## config.mk

```make
export PLATFORM = sky130hd
export DESIGN_NAME = mc_issue_ctrl
export DESIGN_NICKNAME = d
export VERILOG_FILES = /design/src/rtl/mc_issue_ctrl.sv
export SDC_FILE = /design/constraint.sdc
export NUM_CORES = 1
export LEC_CHECK = 0
export BUFFER_PORTS_ARGS = -buffer_cell sky130_fd_sc_hd__clkbuf_2
export CAP_MARGIN = 20
export CORE_ASPECT_RATIO = 1.75
export CORE_MARGIN = 3
export CORE_UTILIZATION = 57
export CTS_BUF_LIST = sky130_fd_sc_hd__clkbuf_4 sky130_fd_sc_hd__clkbuf_8
export DETAILED_ROUTE_END_ITERATION = 10
export PLACE_DENSITY = 0.82
export SKIP_CTS_REPAIR_TIMING = 1
export SYNTH_ARGS = -nofsm -noshare
export SYNTH_HDL_FRONTEND = slang
export SYNTH_SLANG_ARGS = --single-unit
export TNS_END_PERCENT = 1
```

## constraint.sdc

```tcl
create_clock -name CLK -period 1.75 [get_ports CLK]
set_input_delay 0.175 -clock CLK [delete_from_list [all_inputs] [get_ports CLK]]
set_output_delay 0.175 -clock CLK [all_outputs]
set_load 0.02 [all_outputs]
```

## src/rtl/mc_issue_ctrl.sv

```systemverilog
// mc_issue_ctrl: sequences the multi-cycle mul/div unit for the E stage, stalling and bubbling around it
module mc_issue_ctrl #(
  parameter int TIMEOUT = 64
) (
  input  logic        CLK,
  input  logic        ResetN,
  input  logic        MCReqE,
  input  logic [1:0]  MCOpE,
  input  logic        MCDone,
  input  logic        HoldM,
  output logic        MCStart,
  output logic [1:0]  MCOp,
  output logic        MCAbort,
  output logic        StallFDE,
  output logic        EN_EM,
  output logic        BubbleEM,
  output logic        ResultSelE,
  output logic        RegWrite2En,
  output logic        ErrSticky,
  output logic [15:0] StallCount
);
  localparam int CW = $clog2(TIMEOUT + 1);
  typedef enum logic [2:0] {IDLE, START, WAIT, DONE, ABORT} state_t;
  state_t state;
  logic [CW-1:0] wdog;
  logic [CW-1:0] wdog_nxt;
  logic done_lat;
  logic ab_seen;
  assign wdog_nxt = wdog + CW'(1);
  // sequencing state, watchdog, done catch, sticky error and saturating stall counter
  always_ff @(posedge CLK) begin
    if (!ResetN) begin
      state      <= IDLE;
      MCOp       <= '0;
      ErrSticky  <= 1'b0;
      StallCount <= '0;
      wdog       <= '0;
      done_lat   <= 1'b0;
      ab_seen    <= 1'b0;
    end else begin
      ab_seen <= state == ABORT;
      if (StallFDE && StallCount != 16'hFFFF) StallCount <= StallCount + 16'd1;
      case (state)
        IDLE: if (MCReqE && !HoldM) begin
          state <= START;
          MCOp  <= MCOpE;
        end
        START: begin
          wdog     <= '0;
          done_lat <= 1'b0;
          state    <= WAIT;
        end
        WAIT: begin
          if (MCDone) done_lat <= 1'b1;
          if (MCDone || done_lat) state <= DONE;
          else begin
            wdog <= wdog_nxt;
            if (wdog_nxt == CW'(TIMEOUT - 1)) state <= ABORT;
          end
        end
        DONE: if (!HoldM) state <= IDLE;
        ABORT: begin
          ErrSticky <= 1'b1;
          if (!HoldM) state <= IDLE;
        end
        default: state <= IDLE;
      endcase
    end
  end
  // pipeline control decoded from state; the abort pulse is limited to the first ABORT cycle
  always_comb begin
    MCStart     = state == START;
    MCAbort     = state == ABORT && !ab_seen;
    EN_EM       = !HoldM;
    ResultSelE  = state == DONE || state == ABORT;
    RegWrite2En = state == DONE && MCOp == 2'b01;
    StallFDE    = state == IDLE ? MCReqE : (state == DONE || state == ABORT) ? HoldM : 1'b1;
    BubbleEM    = state == IDLE ? MCReqE : state != DONE;
  end
endmodule

```

==> results.md <==
- CP required: 1.95 ns
- Syn Inst Count: between 200 and 250
- DRC errors left: 0
- Fmax: between 500 and 600 MHz
- Max Cap Viol: 0
- Syn Nets: between 200 and 250
- Post-synth EDFFs: 0
- Reg2reg setup slack: 0.03 ns
- Largest family of logic cells by synthesized area: simple AND/OR/NAND/NOR gates
- Xor/xnor share of the synthesized area: ~1.0%
- CP max stage delay: 0.54 ns
- Clock buffer depth: 2
- Layout area overhead: 25.30%
- WL/cell: roughly 16 microns
- Final wirelength: about 4500 microns
- IO Pins: 33
- Sink Count: 31
- Crit path launch type: register
- Compound-Gate Fraction of Synth Area: between 10% and 20%
- CTS tree: done
- Number of placed instances with taps included: 271
- Worst hold slack: approximately 0.16 ns
- Die Y: 77.85 microns
- Sw frac: a little under 30%
- I/O Buffers: 32
- Async SR Flop Fraction: 0%
- Nets@finish: between 200 and 300
- Row count: 25
- Comb pwr share: ~23%
- First-pass GRT wire length: around 7100 microns
- Final hold violation count: 0
- Slew HR: roughly 73%
- Peak supply drop: about 0.00062 V
- Lkg Pwr: 0.0008165 uW
- ANT cells: 0
- Slew Viols, Final: 0
- Post-Layout Cell Count: 280
- Mean Syn Cell Area: 8.203 sq um
- Layout cells sized above 1: between 30% and 40%
- WP data arrival: around 1.9 ns
- Initial antenna violation count: 0
- Synth warn: 0
- CTS clk-pin slew, worst paths: ~0.06 ns
- Via Count: roughly 1800
- Clock Latency Late Sink: around 0.28 ns
- Clk_skew: slightly below 0.004 ns
- Final min period: about 1.7 ns
- Vias in the first global route: between 1500 and 2000
- Synth Area in Adders: 2.232%
- Power share of the sequential group: between 40 and 50%
- H-tree Lvls: 2
- Core Area: about 2800 sq um
- Largest net degree at the start of global routing: 16
- Fin crit share: 98.18%
- Outcome: finished, final reports clean
- Seq/Total Area, Yosys: 36.90%
- DRT iter0 DRCs: 77
- Top FF cell, synth: dfxtp_1
- Worst Hold Class: input port to register
- Total CTS buffers: 5
- Vias per cell: roughly 6.4
- Post-Synth Simple-Gate Area: roughly 31%
- Die width: between 40 and 50 microns
- CTS root buf: clkbuf_8
- Hold Path Origin: MCOpE[0]
- PD cells: between 700 and 800 nW/um^2
- Worst setup path category: register to register
- Final ANT Viol Nets: 0
- Synth Cell Area: around 1700 sq um
- RR Startpoint: state[2]
- FF-to-FF End: StallCount[13]
- Final Wtd Congestion: between 0.8 and 0.9
- Number of synthesized register bits: 31
- Final count of negative-setup-slack endpoints: 0
- Multiplexer area fraction after synthesis: 4.167%
- Library cells used by synthesis: 50
- Die ar.: 3664 sq um
- Critical Path Fanout Max: 6
- Detailed Place HPWL: about 3300 microns
- CP max-delay cell: or4_1
- Critical path endpoint category: register
- Initial Utilization: around three fifths
- First-pass DRT Iterations: 4
- Total gr overflow: 0
- NetSw: about 480 uW
- Hold Path Depth: 3
- Total GRT Usage: 25.77%
- Hold EP: MCOp[0]
- Internal power: around 1200 uW
- Clock power share: 31.2%
- # fillers: between 200 and 250
- CP cell instances: mux2i_1 -> a21o_2 -> buf_4 -> or4_1 -> a21oi_1
- Cell count of the worst reg-to-reg path: 5
- Worst-margin pin slew: 0.4040 ns
-- worst max-delay path by stage --
stage | startpoint | endpoint | depth (start not counted)
3_3_place_gp | StallCount[5] | StallCount[8] | 4
4_1_cts | state[0] | StallFDE | 4
2_1_floorplan | StallCount[13] | StallCount[5] | 5
5_1_grt | StallCount[4] | StallCount[13] | 4
3_5_place_dp | state[0] | StallCount[15] | 4
6_report | state[2] | StallCount[13] | 5
-- power by group through the flow --
stage / Clock, uW / Sequential (uW) / Combinational, uW
after floorplan: 0 / 782 / 208
after global placement: 0 / 771 / 338
after detailed placement: 0 / 774 / 349
after CTS: 532 / 758 / 353
after global routing: 561 / 768 / 416
final: 516 / 762 / 379
-- state kept, by name, indices dropped and copies added (netlist names) --
register and cells:
done_lat 1, ErrSticky 1, MCOp 2, wdog 7, state 3, StallCount 16
ab_seen 1
-- through the flow --
stage	setup TNS, ns	setup slack [ns]	cell area [sq um]	power (uW)	utilization (%)
floorplan	-0.004215	-0.004215	1687	990.1	-
global placement	0	0.03937	1966	1109	71.41
detailed placement	0	0.01024	1966	1123	71.41
CTS	-0.2691	-0.2479	2042	1643	74.18
global route	-0.05244	-0.01838	2107	1744	76.55
finish	0	0.03186	2107	1657	76.55
-- final cells by class --
type / instances / area, sq um / share of cell area, %
multi-input combinational: 154 / 1010 / 47.92
sequential: 31 / 631.9 / 29.99
timing repair buffer: 54 / 325.3 / 15.44
clock buffer: 6 / 76.32 / 3.622
tap: 27 / 33.78 / 1.603
inverter: 8 / 30.03 / 1.425
-- layer usage --
layer | routed length, microns | global-route usage [%] | vias to the layer above
met5 | 0 | 0 | -
met4 | 82 | 11.63 | 0
met3 | 172 | 4.408 | 9
met2 | 2569 | 47.96 | 55
met1 | 1635 | 24.96 | 862
li1 | - | - | 873
-- cell families (layout without fill, tap and decap cells) --
family          after synthesis  count (layout)
simple gates                 92              92
compound gates               50              50
fa+ha+maj                     3               3
mux                           7               7
buf+inv                      20              68
flops                        31              31
xor+xnor                      2               2
-- critical path, delay by kind of cell, from the launching register on --
family,cells,cell delay (ns)
muxes,1,0.15
AOI/OAI and AO/OA,2,0.42
buffers and inverters,1,0.15
DFF,1,0.37
and+or+nand+nor,1,0.54
-- cell usage after synthesis, types with 2 or more instances --
| cell | number | area [sq um] |
|---|---|---|
| dfxtp_1 | 31 | 620.6 |
| nand3_1 | 10 | 50.05 |
| nor4_1 | 6 | 37.54 |
| nand2_1 | 14 | 52.55 |
| and3_1 | 2 | 12.51 |
| nor2_1 | 15 | 56.30 |
| buf_2 | 3 | 15.01 |
| nand4_1 | 5 | 31.28 |
| mux2i_1 | 7 | 70.07 |
| or4_1 | 8 | 60.06 |
| nor3b_1 | 3 | 22.52 |
| clkbuf_1 | 7 | 26.28 |
| a41oi_1 | 2 | 17.52 |
| inv_1 | 7 | 26.28 |
| a21o_1 | 2 | 15.01 |
| a21oi_1 | 18 | 90.09 |
| or3_1 | 3 | 18.77 |
| nand2b_1 | 4 | 25.02 |
| o31ai_1 | 8 | 60.06 |
| nor3_1 | 9 | 45.04 |
| nand3b_1 | 2 | 15.01 |
| nor4b_1 | 2 | 17.52 |
| o21ai_0 | 8 | 40.04 |
| ha_1 | 3 | 37.54 |
-- layout by cell type, fill, tap and decap left out, types with 2 or more instances in the layout --
master    count
or4_1         7
nand3b_1      2
mux2i_1       7
o31ai_1       8
and3_1        2
inv_1         7
buf_4        22
nand2b_1      4
a21oi_1      18
nor2_1       14
nor4_1        6
a41oi_1       2
clkbuf_8      5
or3_1         3
dfxtp_2       6
nor3_1        9
ha_1          2
nor4b_1       2
nand2_1      14
nor3b_1       3
clkbuf_2     32
nand4_1       5
dfxtp_1      24
nand3_1      10
o21ai_0       8
Note: power is estimated with default switching activity, not from simulation.
